$ cat config.mk
export PLATFORM = sky130hd
export DESIGN_NAME = led_matrix_capture
export DESIGN_NICKNAME = d
export VERILOG_FILES = /design/src/rtl/led_matrix_capture.sv
export SDC_FILE = /design/constraint.sdc
export NUM_CORES = 1
export LEC_CHECK = 0
export BUFFER_PORTS_ARGS = -buffer_cell sky130_fd_sc_hd__buf_2
export CAP_MARGIN = 20
export CORE_ASPECT_RATIO = 2
export CORE_MARGIN = 4
export CORE_UTILIZATION = 50
export DETAILED_ROUTE_END_ITERATION = 10
export PLACE_DENSITY = 0.73
export SYNTH_ARGS = -nofsm -noshare
export SYNTH_HDL_FRONTEND = slang
export SYNTH_SLANG_ARGS = --single-unit
$ cat constraint.sdc
create_clock -name stateClk -period 5.36 [get_ports stateClk]
set_input_delay 0 -clock stateClk [delete_from_list [all_inputs] [get_ports stateClk]]
set_output_delay 0 -clock stateClk [all_outputs]
set_load 0.01 [all_outputs]
$ cat src/rtl/led_matrix_capture.sv
// led_matrix_capture
//   Receive side of an 8x8 column-scanned LED matrix link. Samples the
//   multiplexed row/column pins, waits for each column to settle, and rebuilds
//   the displayed 64-bit array one column at a time. A completed scan is
//   published on o_frame with a one-cycle o_frame_valid strobe.
//
// Ports
//   stateClk       sampling clock (at least 4x the driver column step rate)
//   rst            asynchronous active-high reset
//   i_an           pin polarity strap, same meaning as at the driver
//   i_rows[7:0]    row pins
//   i_colms[7:0]   column pins
//   o_frame[63:0]  last complete frame, bit 8*r+c = row r / column c, 1 = lit
//   o_frame_valid  one-cycle pulse when o_frame updates
//   o_busy         a frame is partially captured
//   o_err          one-cycle pulse on a scan protocol violation
//   o_col_idx[2:0] next column expected
module led_matrix_capture #(
  parameter int SETTLE  = 4,
  parameter int TIMEOUT = 1024
) (
  input  logic        stateClk,
  input  logic        rst,
  input  logic        i_an,
  input  logic [7:0]  i_rows,
  input  logic [7:0]  i_colms,
  output logic [63:0] o_frame,
  output logic        o_frame_valid,
  output logic        o_busy,
  output logic        o_err,
  output logic [2:0]  o_col_idx
);

  typedef enum logic [1:0] {S_IDLE, S_HOLD, S_SETTLE, S_BLANK} state_t;

  localparam logic [3:0]  SETTLE_C  = 4'(SETTLE);
  localparam logic [16:0] TIMEOUT_C = 17'(TIMEOUT);

  // Saturating increment of the stability counter.
  function automatic logic [3:0] sat_inc(input logic [3:0] c);
    return (c >= SETTLE_C) ? SETTLE_C : c + 4'd1;
  endfunction

  // Insert one column (lit[r] -> bit 8*r+k) into a 64-bit array.
  function automatic logic [63:0] ins_col(input logic [63:0] sh,
                                          input logic [2:0]  k,
                                          input logic [7:0]  lit);
    logic [63:0] s;
    logic [5:0]  idx;
    s = sh;
    for (int r = 0; r < 8; r++) begin
      idx    = {3'(r), k};
      s[idx] = lit[r];
    end
    return s;
  endfunction

  logic [7:0]  r_rows_p0, r_rows_p1;
  logic [7:0]  r_colms_p0, r_colms_p1;
  logic [15:0] r_prev_p2;
  logic [3:0]  r_stab_cnt;
  logic [15:0] r_to_cnt;
  state_t      r_state;
  logic [2:0]  r_col_idx;
  logic [2:0]  r_cap_idx;
  logic [63:0] r_shadow;
  logic [63:0] r_frame;
  logic        r_frame_valid;
  logic        r_err;

  logic [7:0]  w_act;
  logic [7:0]  w_lit;
  logic        w_onehot;
  logic [2:0]  w_k;
  logic [3:0]  w_stab_nxt;
  logic        w_stable;

  state_t      w_state_nxt;
  logic [2:0]  w_col_nxt;
  logic [2:0]  w_cap_nxt;
  logic [63:0] w_shadow_nxt;
  logic [63:0] w_frame_nxt;
  logic        w_fv_nxt;
  logic        w_err_nxt;
  logic [15:0] w_to_nxt;
  logic        w_capture;
  logic        w_abort;

  // ---- stage p0/p1: two-flop synchronizers on the pins ----
  always_ff @(posedge stateClk or posedge rst) begin
    if (rst) begin
      r_rows_p0  <= 8'd0;
      r_rows_p1  <= 8'd0;
      r_colms_p0 <= 8'd0;
      r_colms_p1 <= 8'd0;
    end else begin
      r_rows_p0  <= i_rows;
      r_rows_p1  <= r_rows_p0;
      r_colms_p0 <= i_colms;
      r_colms_p1 <= r_colms_p0;
    end
  end

  // ---- stage p2: polarity decode and stability tracking ----
  assign w_act    = r_colms_p1 ^ {8{~i_an}};
  assign w_lit    = r_rows_p1 ^ {8{i_an}};
  assign w_onehot = (w_act != 8'd0) && ((w_act & (w_act - 8'd1)) == 8'd0);

  always_comb begin
    w_k = 3'd0;
    for (int i = 0; i < 8; i++) begin
      if (w_act[i]) w_k = 3'(i);
    end
  end

  // The counter value for the current cycle includes this cycle, so a value
  // first seen now counts as 1 and is stable after SETTLE cycles in total.
  assign w_stab_nxt = ({w_act, w_lit} == r_prev_p2) ? sat_inc(r_stab_cnt) : 4'd1;
  assign w_stable   = (w_stab_nxt == SETTLE_C);

  always_ff @(posedge stateClk or posedge rst) begin
    if (rst) begin
      r_prev_p2  <= 16'd0;
      r_stab_cnt <= 4'd0;
    end else begin
      r_prev_p2  <= {w_act, w_lit};
      r_stab_cnt <= w_stab_nxt;
    end
  end

  // ---- scan-tracking FSM: next state ----
  always_comb begin
    w_state_nxt  = r_state;
    w_col_nxt    = r_col_idx;
    w_cap_nxt    = r_cap_idx;
    w_shadow_nxt = r_shadow;
    w_frame_nxt  = r_frame;
    w_fv_nxt     = 1'b0;
    w_err_nxt    = 1'b0;
    w_to_nxt     = 16'd0;
    w_capture    = 1'b0;
    w_abort      = 1'b0;

    case (r_state)
      S_IDLE: begin
        if (w_stable && w_onehot && (w_k == 3'd0)) w_capture = 1'b1;
      end

      S_HOLD, S_BLANK: begin
        if (w_act == 8'd0) begin
          if (r_state == S_HOLD) begin
            w_state_nxt = S_BLANK;
            w_to_nxt    = 16'd1;
          end else if (({1'b0, r_to_cnt} + 17'd1) >= TIMEOUT_C) begin
            w_abort = 1'b1;
          end else begin
            w_to_nxt = r_to_cnt + 16'd1;
          end
        end else if (!w_onehot) begin
          w_abort   = 1'b1;
          w_err_nxt = 1'b1;
        end else if (w_k == r_col_idx) begin
          w_state_nxt = S_SETTLE;
        end else if (w_k == r_cap_idx) begin
          w_state_nxt = S_HOLD;
        end else begin
          w_abort   = 1'b1;
          w_err_nxt = 1'b1;
        end
      end

      S_SETTLE: begin
        if (w_stable && w_onehot && (w_k == r_col_idx)) begin
          w_capture = 1'b1;
        end else if (w_act == 8'd0) begin
          w_state_nxt = S_BLANK;
          w_to_nxt    = 16'd1;
        end else if (!(w_onehot && (w_k == r_col_idx))) begin
          w_abort   = 1'b1;
          w_err_nxt = 1'b1;
        end
      end

      default: begin
        w_abort = 1'b1;
      end
    endcase

    if (w_capture) begin
      if (w_k == 3'd7) begin
        // Last column completes the frame; IDLE is ready for the next column 0.
        w_frame_nxt  = ins_col(r_shadow, 3'd7, w_lit);
        w_fv_nxt     = 1'b1;
        w_state_nxt  = S_IDLE;
        w_col_nxt    = 3'd0;
        w_shadow_nxt = 64'd0;
      end else begin
        w_shadow_nxt = ins_col(r_shadow, w_k, w_lit);
        w_state_nxt  = S_HOLD;
        w_col_nxt    = w_k + 3'd1;
        w_cap_nxt    = w_k;
      end
    end

    // Abandoned or errored captures drop the shadow and never touch the frame.
    if (w_abort) begin
      w_state_nxt  = S_IDLE;
      w_col_nxt    = 3'd0;
      w_cap_nxt    = 3'd0;
      w_shadow_nxt = 64'd0;
    end
  end

  // ---- scan-tracking FSM: state and output registers ----
  always_ff @(posedge stateClk or posedge rst) begin
    if (rst) begin
      r_state       <= S_IDLE;
      r_col_idx     <= 3'd0;
      r_cap_idx     <= 3'd0;
      r_shadow      <= 64'd0;
      r_frame       <= 64'd0;
      r_frame_valid <= 1'b0;
      r_err         <= 1'b0;
      r_to_cnt      <= 16'd0;
    end else begin
      r_state       <= w_state_nxt;
      r_col_idx     <= w_col_nxt;
      r_cap_idx     <= w_cap_nxt;
      r_shadow      <= w_shadow_nxt;
      r_frame       <= w_frame_nxt;
      r_frame_valid <= w_fv_nxt;
      r_err         <= w_err_nxt;
      r_to_cnt      <= w_to_nxt;
    end
  end

  assign o_frame       = r_frame;
  assign o_frame_valid = r_frame_valid;
  assign o_busy        = (r_state != S_IDLE);
  assign o_err         = r_err;
  assign o_col_idx     = r_col_idx;

endmodule

## After elaboration in Yosys (flattened, before gate mapping)

Cells that the tools add are included.

| storage, ports and cells | value |
|---|---|
| register bits | 206 |
| word-level logic and storage cells | 156 |

| cells by class | value |
|---|---|
| bitwise logic cells | 4 |
| reductions and logical operators | 25 |
| add/sub/neg operators | 5 |
| eq/ne operators | 14 |
| mux-type cells | 76 |
| order comparisons | 18 |

Operator list:

| kind | number |
|---|---|
| bitwise mux 64 bit | 8 |
| two-way mux 64 bit | 3 |
| two-way mux 16 bit | 3 |
| two-way mux 3 bit | 12 |
| case mux 16 bit (2 select lines) | 1 |
| < comparator 6 x 7 -> 1 bit (second input constant) | 4 |
| two-way mux 1 bit | 26 |
| demux 1 bit (select 3 bit) | 8 |
| >= comparator 6 x 1 -> 1 bit (second input constant) | 4 |
| two-way mux 2 bit | 9 |
| adder 16 x 1 -> 17 bit (second input constant) | 1 |
| >= comparator 17 x 11 -> 1 bit (second input constant) | 1 |
| adder 16 x 1 -> 16 bit (second input constant) | 1 |
| == test 16 bit | 1 |
| zero test 8 bit | 2 |
| bitwise XOR 8 bit | 2 |
| < comparator 5 x 7 -> 1 bit (second input constant) | 2 |
| logical AND 1 bit | 13 |
| >= comparator 5 x 1 -> 1 bit (second input constant) | 2 |
| inequality test 5 bit (second input constant) | 2 |
| bitwise AND 8 bit | 1 |
| two-way mux 4 bit | 2 |
| inequality test 4 bit (second input constant) | 2 |
| nonzero test 8 bit | 1 |
| other kinds (25) | 31 |

## Logic depth before layout (Yosys ltp)

Gate-level depths: netlist of the first run.

| logic depth | value |
|---|---|
| word-level depth | 24 |
| mapped depth | 14 |
| mapped depth without buffers | 9 |

## Worst setup path before layout of the first run

OpenSTA, ideal clock, no wires.

| timing | value |
|---|---|
| path kind | flip-flop to flip-flop |
| start | register r_colms_p1[2] |
| end | register r_shadow[11] |
| arrival | 2.985 ns |
| cell stages (with the launch flop) | 11 |
| data required time | 5.283 ns |
| setup slack | 2.298 ns |
| path through | dfrtp_1 > clkbuf_1 > or3b_2 > o221a_2 > or2_2 > ha_1 > ha_1 > clkbuf_1 > nor2b_1 > or4b_1 > a21oi_1 |

| between the ends | value |
|---|---|
| word-level cells in the longest chain between the ends | 21 |
| elaborated cells on any way between the ends | 51 |

RTL lines:

| element | RTL line | RTL |
|---|---|---|
| start, declared | 59 | `logic [7:0] r_colms_p0, r_colms_p1;` |
| start signal, assigned | 100 | `r_colms_p1 <= r_colms_p0;` |
| bitwise XOR 8 bit * | 105 | `assign w_act = r_colms_p1 ^ {8{~i_an}};` |
| two-way mux 3 bit (6 in a row) | 112 | `if (w_act[i]) w_k = 3'(i);` |
| < comparator 4 x 7 -> 1 bit (not written as such) / >= comparator 4 x 1 -> 1 bit (equally long branches) | 53 | `s[idx] = lit[r];` |
| logical AND 1 bit (not written as such) | 53 |  |
| two-way mux 1 bit (not written as such) | 53 |  |
| demux 1 bit (select 3 bit) | 53 |  |
| bitwise mux 64 bit (7 in a row) | 53 |  |
| two-way mux 64 bit | 190 | `if (w_k == 3'd7) begin` |
| two-way mux 64 bit | 189 | `if (w_capture) begin` |
| two-way mux 64 bit | 206 | `if (w_abort) begin` |
| end signal, assigned | 229 | `r_shadow <= w_shadow_nxt;` |
| end, declared | 66 | `logic [63:0] r_shadow;` |

Every way passes the cells marked *; elsewhere a longest branch is shown, timed or not. The select of a mux whose other input is x is not followed.
A chain may end at the register's enable or synchronous reset.

## Worst setup path in the final report of the first run

| timing | value |
|---|---|
| start | register r_colms_p1[5] |
| end | register r_shadow[10] |

| between the ends | value |
|---|---|
| word-level cells in the longest chain between the ends | 18 |
| elaborated cells on any way between the ends | 48 |

RTL lines:

| element | RTL line |
|---|---|
| bitwise XOR 8 bit * | 105 |
| two-way mux 3 bit (3 in a row) | 112 |
| < comparator 4 x 7 -> 1 bit (not written as such) / >= comparator 4 x 1 -> 1 bit (equally long branches) | 53 |
| logical AND 1 bit (not written as such) | 53 |
| two-way mux 1 bit (not written as such) | 53 |
| demux 1 bit (select 3 bit) | 53 |
| bitwise mux 64 bit (7 in a row) | 53 |
| two-way mux 64 bit | 190 |
| two-way mux 64 bit | 189 |
| two-way mux 64 bit | 206 |

Marked as above.

==> reports/summary.txt, run 1 <==
status - finished, final reports clean
# DRC - 0
initial antenna violation count - 0
Final min period - 3.76 ns
cell family with most CP delay - compound AO/OA/AOI/OAI gates
post-synth top area share - 0.579
vias - 6,193
Max VDD drop - 0.000217 V
Synth Cell Area - 8550 um^2
largest net degree at the start of global routing - 199
total power - 2970 uW
I/O Buffers - 88
die height - 193 um
critical path cell sequence - or4b_2 > mux2i_1 > inv_1 > ha_1 > o211ai_1 > o21ai_0 > a21oi_1
Cells after Synth - 729
Worst Skew - 0.0127 ns
crit path kind - flip-flop to flip-flop
number of synthesized register bits - 198
chip width - 100 um
Rows - 67
RePlAce Congestion - 0.912
sequential-to-total area share from yosys stat - 0.579
CP Capture Type - flip-flop
antenna diode count - 0
Via density - 5.98
drt total wl - 20,800 um
most frequent cells after synthesis - dfrtp_1, a21oi_1, mux2_2, o21ai_0, nand4_1
DRT Pass-1 Iters - 5
Initial Util - 0.510
Root Buffer - clkbuf_16
gr ovfl total - 0
HPWL Detailed - 14,100 um
Main synth FF type - dfrtp_1
static leakage - 0.00465 uW
simple-gate share of the synthesized area - 0.131
area grow syn2layout - 15.4%
Final Hold Viols - 0
Synth Area in Adders - 0.0111
worst-case headroom to the max-slew limit - 0.267
GR Util All Layers - 0.222
CP Buf/Inv Count - 1
top post-synthesis cells by area - dfrtp_1, mux2_2, nand4_1, a21oi_1, o21ai_0
slew at the pin closest to its max-slew limit - 1.10 ns
top cell type by total area after synthesis - dfrtp_1
Longest Clk Path Bufs - 2
fmax - 0.266 GHz
minimum hold slack - 0.199 ns
RSZ-0062 raised after global routing - no
Final Slew Violations - 0
pwr/cell area - 301 nW/um^2
async set or reset register ratio after synthesis - 1.00
number of flops mapped to enable cells by yosys - 0
Hold Crit Class - input pin to flip-flop
clk_lat worst skew - 0.43 ns
Crit Path Max Fanout - 25
Clock Pin Slew Worst Setup and Hold Paths - 0.08 ns
WL per Instance - 20.1 um
Slowest Stage Delay on Critical Path - 0.84 ns
CTS tree - done
setup TNS - 0 ns
first-pass GRT wire length - 33,500 um
Final Core Density - 0.589
postcts setup bufs - 0
die area - 19,400 um^2
IO Pins - 89
Syn Area/Cell - 11.7 um^2
multiplexer area fraction after synthesis - 0.0878
Critical Path AT - 4.10 ns
Starting DRT DRC Count - 511
Worst Path Required - 5.70 ns
post-CTS sizing - 0
CP startpoint kind - flip-flop
final period utilization - 0.701
CTS H-tree lvls - 4
final setup vio count - 0
core area - 16,800 um^2
Cell variety after synth - 63
most common cell in the netlist - dfrtp_1
synth warn - 0
max-cap viol count - 0
Nets - 840
CTS buffer count - 17
CTS sink count - 198
largest family of logic cells by synthesized area - simple AND/OR/NAND/NOR gates
hold buffer count at cts - 17
CP max stage cell - o211ai_1
vias in the first global route - 6,457
ANT nets after route - 0
xor and xnor fraction of the mapped netlist area - 0.0420
Synth Area in Compound Gates - 0.114
fraction of layout cells with a size suffix above 1 - 0.242
-- layer usage --
layer  GRT usage  wire (um)  vias up
met5           0          0        -
met4       0.119       1020        0
met3      0.0320        987       62
met2       0.404      11600      225
met1       0.246       7210     3082
li1            -          -     2824
-- layout make-up --
type                            instances  area, um^2
Fill cell                            1383        6890
Sequential cell                       198        4950
Clock buffer                           19         443
Clock inverter                         13         129
Multi-Input combinational cell        472        3330
Tap cell                              207         259
Inverter                               13        52.6
Timing Repair Buffer                  113         708
-- where the power goes --
group / internal [uW] / switching, uW / total (uW)
clock: 632 / 609 / 1240
combinational: 59.6 / 129 / 189
sequential: 1520 / 21.3 / 1540
-- logic make-up (layout without fill, tap and decap cells) --
kind of cell / after synthesis / count (layout)
flops: 198 / 198
simple gates: 183 / 183
compound gates: 166 / 166
mux: 67 / 67
buf+inv: 65 / 158
xor+xnor: 41 / 41
fa+ha+maj: 8 / 8
other cells: 1 / 7
-- sequential cells by signal, indices dropped and copies added (netlist names) --
signal,count
r_state,2
o_err,1
r_shadow,56
r_to_cnt,16
r_prev_p2,16
r_rows_p0,8
r_colms_p0,8
r_colms_p1,8
r_cap_idx,3
o_frame_valid,1
o_col_idx,3
r_stab_cnt,4
o_frame,64
r_rows_p1,8
-- layout by cell type, fill, tap and decap left out, types with 10 or more instances in the layout --
cell	n
o31ai_1	11
dfrtp_1	198
nor2_1	25
nand3_1	16
xor2_1	22
nand4_1	53
buf_2	88
inv_1	12
nand2_1	12
mux2_2	58
clkbuf_16	17
dlygate4sd3_1	17
xnor2_1	19
o21ai_0	55
nor2b_1	10
a21oi_1	66
-- stage by stage --
| stage | std cells | instance area (um^2) | setup WS [ns] |
|---|---|---|---|
| after floorplan | 735 | 8580 | 2.30 |
| after global placement | 983 | 9080 | 1.29 |
| after detailed placement | 983 | 9080 | 1.22 |
| after CTS | 1032 | 9830 | 1.43 |
| after global routing | 1035 | 9870 | 1.36 |
| final | 1035 | 9870 | 1.60 |
-- worst paths after layout --
kind	startpoint	end	slack (ns)	cells after the start
max in group asynchronous	rst	r_colms_p1[1]	4.13	4
max reg2reg	r_colms_p1[5]	r_shadow[10]	1.60	7
min	i_colms[7]	r_colms_p0[7]	0.20	2
min reg2reg	r_colms_p0[5]	r_colms_p1[5]	0.35	0
max	r_colms_p1[5]	r_shadow[10]	1.60	7
min in group asynchronous	rst	o_err	0.35	4
No activity file was read; power rests on OpenSTA's default activity.
==> inputs of run 2 (changes only) <==
ABC_AREA = 1   (was default)
clock period = 3.4 ns   (was 5.36 ns; I/O delays follow)
==> run 2 against run 1 <==
Non-clock buffer count rose by 1. Combinational power rose by 67%. Critical path depth rose by 10. Core utilization rose by 0.26 points. Largest cell class unchanged. Highest routed layer unchanged. Worst hold slack got worse by 0.0021 ns. Sequential power rose by 56%.
==> reports/summary.txt, run 2 <==
status - finished, final reports clean
Largest register FFs - 64
most frequent cells after synthesis - nand2_1, dfrtp_1, inv_1, a21oi_1, nor2_1
max-cap viol count - 0
initial antenna violation count - 0
CP Buf/Inv Count - 6
dpl cells - 1,252
Hold Crit Class - input pin to flip-flop
crit path kind - input pin to flip-flop
vias in the first global route - 6,550
setup TNS - 0 ns
WL per Instance - 14.6 um
Synth Area in Adders - 0.00871
die height - 194 um
pwr/cell area - 471 nW/um^2
drt total wl - 18,900 um
simple-gate share of the synthesized area - 0.278
post-layout instance area - 9970 um^2
I/O Buffers - 88
fmax - 0.340 GHz
RePlAce Congestion - 0.893
cell family with most CP delay - buffers and inverters
Root Buffer - clkbuf_16
synth warn - 0
Max VDD drop - 0.000342 V
most frequent cells in the layout - nand2_1, dfrtp_1, buf_2
ANT nets after route - 0
post-synth top area share - 0.575
Slowest Stage Delay on Critical Path - 0.53 ns
Final Hold Viols - 0
top cell type by total area after synthesis - dfrtp_1
critical path cell sequence - dlygate4sd3_1 > buf_2 > inv_4 > nand2_1 > nand2_2 > nor2_1 > inv_1 > nand2_2 > inv_1 > ha_1 > ha_1 > nand3_2 > buf_6 > nand3_1 > nor2_1 > nand2_1 > nand2_1
vias - 6,536
CP max stage cell - dlygate4sd3_1
Final min period - 2.94 ns
met2 usage - 0.366
area grow syn2layout - 15.6%
Via density - 5.02
Worst Path Required - 3.78 ns
Critical Path AT - 3.32 ns
gr ovfl total - 0
CTS tree - done
Pint - 3470 uW
antenna diode count - 0
async set or reset register ratio after synthesis - 1.00
most crowded layer after global routing - met2
fraction of layout cells with a size suffix above 1 - 0.177
Worst Skew - 0.0131 ns
Rows - 67
Cell variety after synth - 39
Final Non-Filler Cells - 1,301
multiplexer area fraction after synthesis - 0
top post-synthesis cells by area - dfrtp_1, nand2_1, a21oi_1, inv_1, nor2_1
worst-case headroom to the max-slew limit - 0.314
first-pass GRT wire length - 31,900 um
postcts setup bufs - 0
most used cell, CP - nand2_1
Final Slew Violations - 0
CP startpoint kind - input pin
static leakage - 0.00536 uW
Clock Pin Slew Worst Setup and Hold Paths - 0.08 ns
DRT Pass-1 Iters - 5
die area - 19,500 um^2
core area - 16,800 um^2
most common cell in the netlist - nand2_1
Crit Path Max Fanout - 73
Starting DRT DRC Count - 334
Synth Area in Compound Gates - 0.0598
largest net degree at the start of global routing - 199
slew at the pin closest to its max-slew limit - 1.03 ns
CTS buffer count - 17
Initial Util - 0.512
Sequential Power Share - 0.513
Syn Area/Cell - 8.86 um^2
Cells after Synth - 973
RSZ-0062 raised after global routing - no
Nets - 1,107
CTS H-tree lvls - 4
IO Pins - 89
met3 Use GR - 0.0270
Comb power frac - 0.067
Clock power frac - 0.419
CP Capture Type - flip-flop
Net Switching - 1230 uW
final period utilization - 0.865
chip width - 101 um
xor and xnor fraction of the mapped netlist area - 0.0193
Longest Clk Path Bufs - 2
clk_lat worst skew - 0.44 ns
met1 Usage GRT - 0.241
sequential-to-total area share from yosys stat - 0.575
area post-placement - 9200 um^2
largest family of logic cells by synthesized area - simple AND/OR/NAND/NOR gates
HPWL Detailed - 13,200 um
Synth Cell Area - 8620 um^2
CTS sink count - 198
commonest non-fill, non-tap cell in the layout - nand2_1
# DRC - 0
final setup vio count - 0
Main synth FF type - dfrtp_1
GR Util All Layers - 0.206
number of flops mapped to enable cells by yosys - 0
number of synthesized register bits - 198
Sw Share - 0.262
==> run 2: routing by layer <==
metal | share of wire | wire, um
met1 | 0.39 | 7300
met2 | 0.54 | 10300
met3 | 0.035 | 667
met4 | 0.035 | 655
met5 | 0 | 0
==> run 2: worst paths after layout <==
| check | startpoint | slack (ns) | endpoint | depth (start not counted) |
|---|---|---|---|---|
| min in group asynchronous | rst | 0.43 | o_frame[63] | 4 |
| hold reg to reg | r_rows_p0[2] | 0.35 | r_rows_p1[2] | 0 |
| hold / removal | i_rows[4] | 0.20 | r_rows_p0[4] | 2 |
| setup reg to reg | r_colms_p1[7] | 0.59 | r_state[0] | 15 |
| setup / recovery | i_an | 0.46 | r_state[0] | 17 |
| max in group asynchronous | rst | 2.25 | r_to_cnt[5] | 4 |
==> run 2: cell families after synthesis <==
logic type,count (synthesis)
buffers and inverters,98
AO/OA/AOI/OAI,90
adder cells (fa/ha/maj),6
other,1
flip-flops,198
AND/OR/NAND/NOR,564
XOR/XNOR,16
==> run 2: per-stage QoR <==
step           setup slack (ns)   util  total power, uW  hold slack, ns
6_report                  0.458  0.592             4700           0.197
5_1_grt                   0.143  0.592             4890           0.209
4_1_cts                   0.284  0.591             4740           0.186
3_5_place_dp              0.394  0.546             2760           0.109
3_3_place_gp              0.403  0.546             2760           0.107
2_1_floorplan             0.840      -             2680          0.0314
==> run 2: layout make-up <==
type	count	area [um^2]
Inverter	68	262
Sequential cell	198	4950
Tap cell	207	259
Multi-Input combinational cell	683	3190
Clock buffer	17	425
Clock inverter	14	160
Fill cell	1525	6880
Timing Repair Buffer	114	722
==> run 2: worst reg2reg max path, delay by kind of cell, from the launching register on <==
family | cells | cell delay [ns]
buffers and inverters | 4 | 0.71
adder cells (fa/ha/maj) | 2 | 0.52
flip-flops | 1 | 0.37
AND/OR/NAND/NOR | 9 | 1.14
==> run 2: timing repair <==
item / in CTS / in global routing
hold endpoints to repair: 215 / 0
resized for setup: 0 / 1
hold buffers: 18 / 0
endpoints found under the setup margin: 0 / 1
==> run 2: power by group through the flow <==
| stage | Combinational (uW) | Clock (uW) | Sequential (uW) |
|---|---|---|---|
| 2_1_floorplan | 230 | 0 | 2450 |
| 3_3_place_gp | 301 | 0 | 2460 |
| 3_5_place_dp | 305 | 0 | 2460 |
| 4_1_cts | 322 | 2000 | 2410 |
| 5_1_grt | 361 | 2110 | 2420 |
| 6_report | 316 | 1970 | 2410 |
==> inputs of run 3 (changes only) <==
CORE_UTILIZATION = 49   (was 50)
PLACE_DENSITY = 0.72   (was 0.73)
==> run 3 against run 2 <==
Critical path depth is the same. Wire length grew 2.4%. Sequential power is essentially flat. Non-clock buffer count grew 3. Die area grew 1.9%. Total power grew 0.93%. Fmax shrank 2.4%. Setup slack lost 0.072 ns.
==> reports/summary.txt, run 3 (synthesis gave the netlist of run 2 again) <==
Final min period - 3.01 ns
clk_lat worst skew - 0.44 ns
Via density - 5.00
Comb power frac - 0.068
CP Buf/Inv Count - 8
status - finished, final reports clean
ANT nets after route - 0
WL per Instance - 14.8 um
Hold Crit Class - input pin to flip-flop
area of the multi-input gates - 3190 um^2
DRT Pass-1 Iters - 5
CP Capture Type - flip-flop
initial antenna violation count - 0
gr ovfl total - 0
chip width - 102 um
Max VDD drop - 0.000335 V
IO Pins - 89
Net Switching - 1260 uW
post-CTS sizing - 0
minimum hold slack - 0.200 ns
most frequent cells in the layout - nand2_1, dfrtp_1, buf_2
Crit Path Max Fanout - 39
vias in the first global route - 6,703
Starting DRT DRC Count - 322
CTS H-tree lvls - 4
Fill cells - 1,571
Pint - 3480 uW
GR Util All Layers - 0.209
Largest register FFs - 64
Slowest Stage Delay on Critical Path - 0.55 ns
CTS buffer count - 17
CTS tree - done
core area - 17,300 um^2
fmax - 0.332 GHz
die height - 196 um
Worst Skew - 0.0134 ns
# DRC - 0
I/O Buffers - 88
CP max stage cell - dlygate4sd3_1
Sequential Power Share - 0.509
Critical Path AT - 3.38 ns
Nets - 1,110
Stages on worst setup path - 17
Final Hold Viols - 0
max-cap viol count - 0
vias - 6,534
Worst Path Required - 3.77 ns
CP startpoint kind - input pin
fraction of layout cells with a size suffix above 1 - 0.180
Clock Pin Slew Worst Setup and Hold Paths - 0.08 ns
antenna diode count - 0
RePlAce Congestion - 0.941
pwr/cell area - 474 nW/um^2
worst-case headroom to the max-slew limit - 0.297
setup TNS - 0 ns
die area - 19,900 um^2
largest net degree at the start of global routing - 199
crit path kind - input pin to flip-flop
drt total wl - 19,400 um
CTS sink count - 198
commonest non-fill, non-tap cell in the layout - nand2_1
Rows - 68
HPWL Detailed - 13,500 um
Initial Util - 0.499
slew at the pin closest to its max-slew limit - 1.05 ns
WHS Path Cells - 2
Sw Share - 0.265
final period utilization - 0.887
static leakage - 0.00539 uW
final setup vio count - 0
Root Buffer - clkbuf_16
Clock power frac - 0.424
most used cell, CP - nand2_1
cell family with most CP delay - buffers and inverters
first-pass GRT wire length - 32,700 um
Final Slew Violations - 0
area grow syn2layout - 16.1%
Register-to-Register Path Depth - 15
RSZ-0062 raised after global routing - no
critical path cell sequence - dlygate4sd3_1 > buf_2 > inv_4 > nand2_1 > nand2_2 > nor2_1 > inv_1 > nand2_2 > inv_1 > ha_1 > ha_1 > buf_4 > nand3_2 > inv_2 > buf_12 > nand2_1 > nand2_1
Longest Clk Path Bufs - 2
Reg area - 4950 um^2
[run 3: layer usage]
metal,vias to the layer above,track usage,part of all wire
met5,-,0,0
met4,0,0.0942,0.036
met3,40,0.0322,0.033
met2,157,0.375,0.55
met1,3107,0.236,0.38
li1,3230,-,-
[run 3: through the flow]
step / power [uW] / area (um^2) / cells / utilization / setup slack, ns
6_report: 4740 / 10000 / 1308 / 0.579 / 0.386
5_1_grt: 4940 / 10000 / 1308 / 0.579 / 0.127
4_1_cts: 4800 / 10000 / 1308 / 0.579 / 0.401
3_5_place_dp: 2770 / 9230 / 1258 / 0.534 / 0.536
3_3_place_gp: 2760 / 9230 / 1258 / 0.534 / 0.521
2_1_floorplan: 2680 / 8650 / 979 / - / 0.840
[run 3: final cells by class]
cell class,instances,area share
tap,210,0.0263
clock inverter,15,0.0174
timing repair buffer,117,0.0740
multi-input combinational,683,0.318
inverter,68,0.0261
clock buffer,17,0.0425
sequential,198,0.495
[run 3: path summary, 6_finish.rpt]
check                              start            end  slack, ns
min                            i_rows[1]   r_rows_p0[1]       0.20
min in group asynchronous            rst   r_rows_p1[2]       0.38
max                                 i_an    o_frame[14]       0.39
min reg2reg                r_colms_p0[4]  r_colms_p1[4]       0.35
max reg2reg                r_colms_p1[7]    o_frame[14]       0.49
max in group asynchronous            rst    r_to_cnt[2]       2.21
[run 3: power by group through the flow]
stage / logic (uW) / registers, uW / clock network [uW]
after floorplan: 230 / 2450 / 0
after global placement: 305 / 2460 / 0
after detailed placement: 307 / 2460 / 0
after CTS: 324 / 2410 / 2060
after global routing: 362 / 2420 / 2160
final: 320 / 2410 / 2010
[run 3: timing repair]
action                                 in CTS  in global routing
endpoints found under the hold margin     217                  0
setup buffers                               0                  0
hold buffers                               18                  0
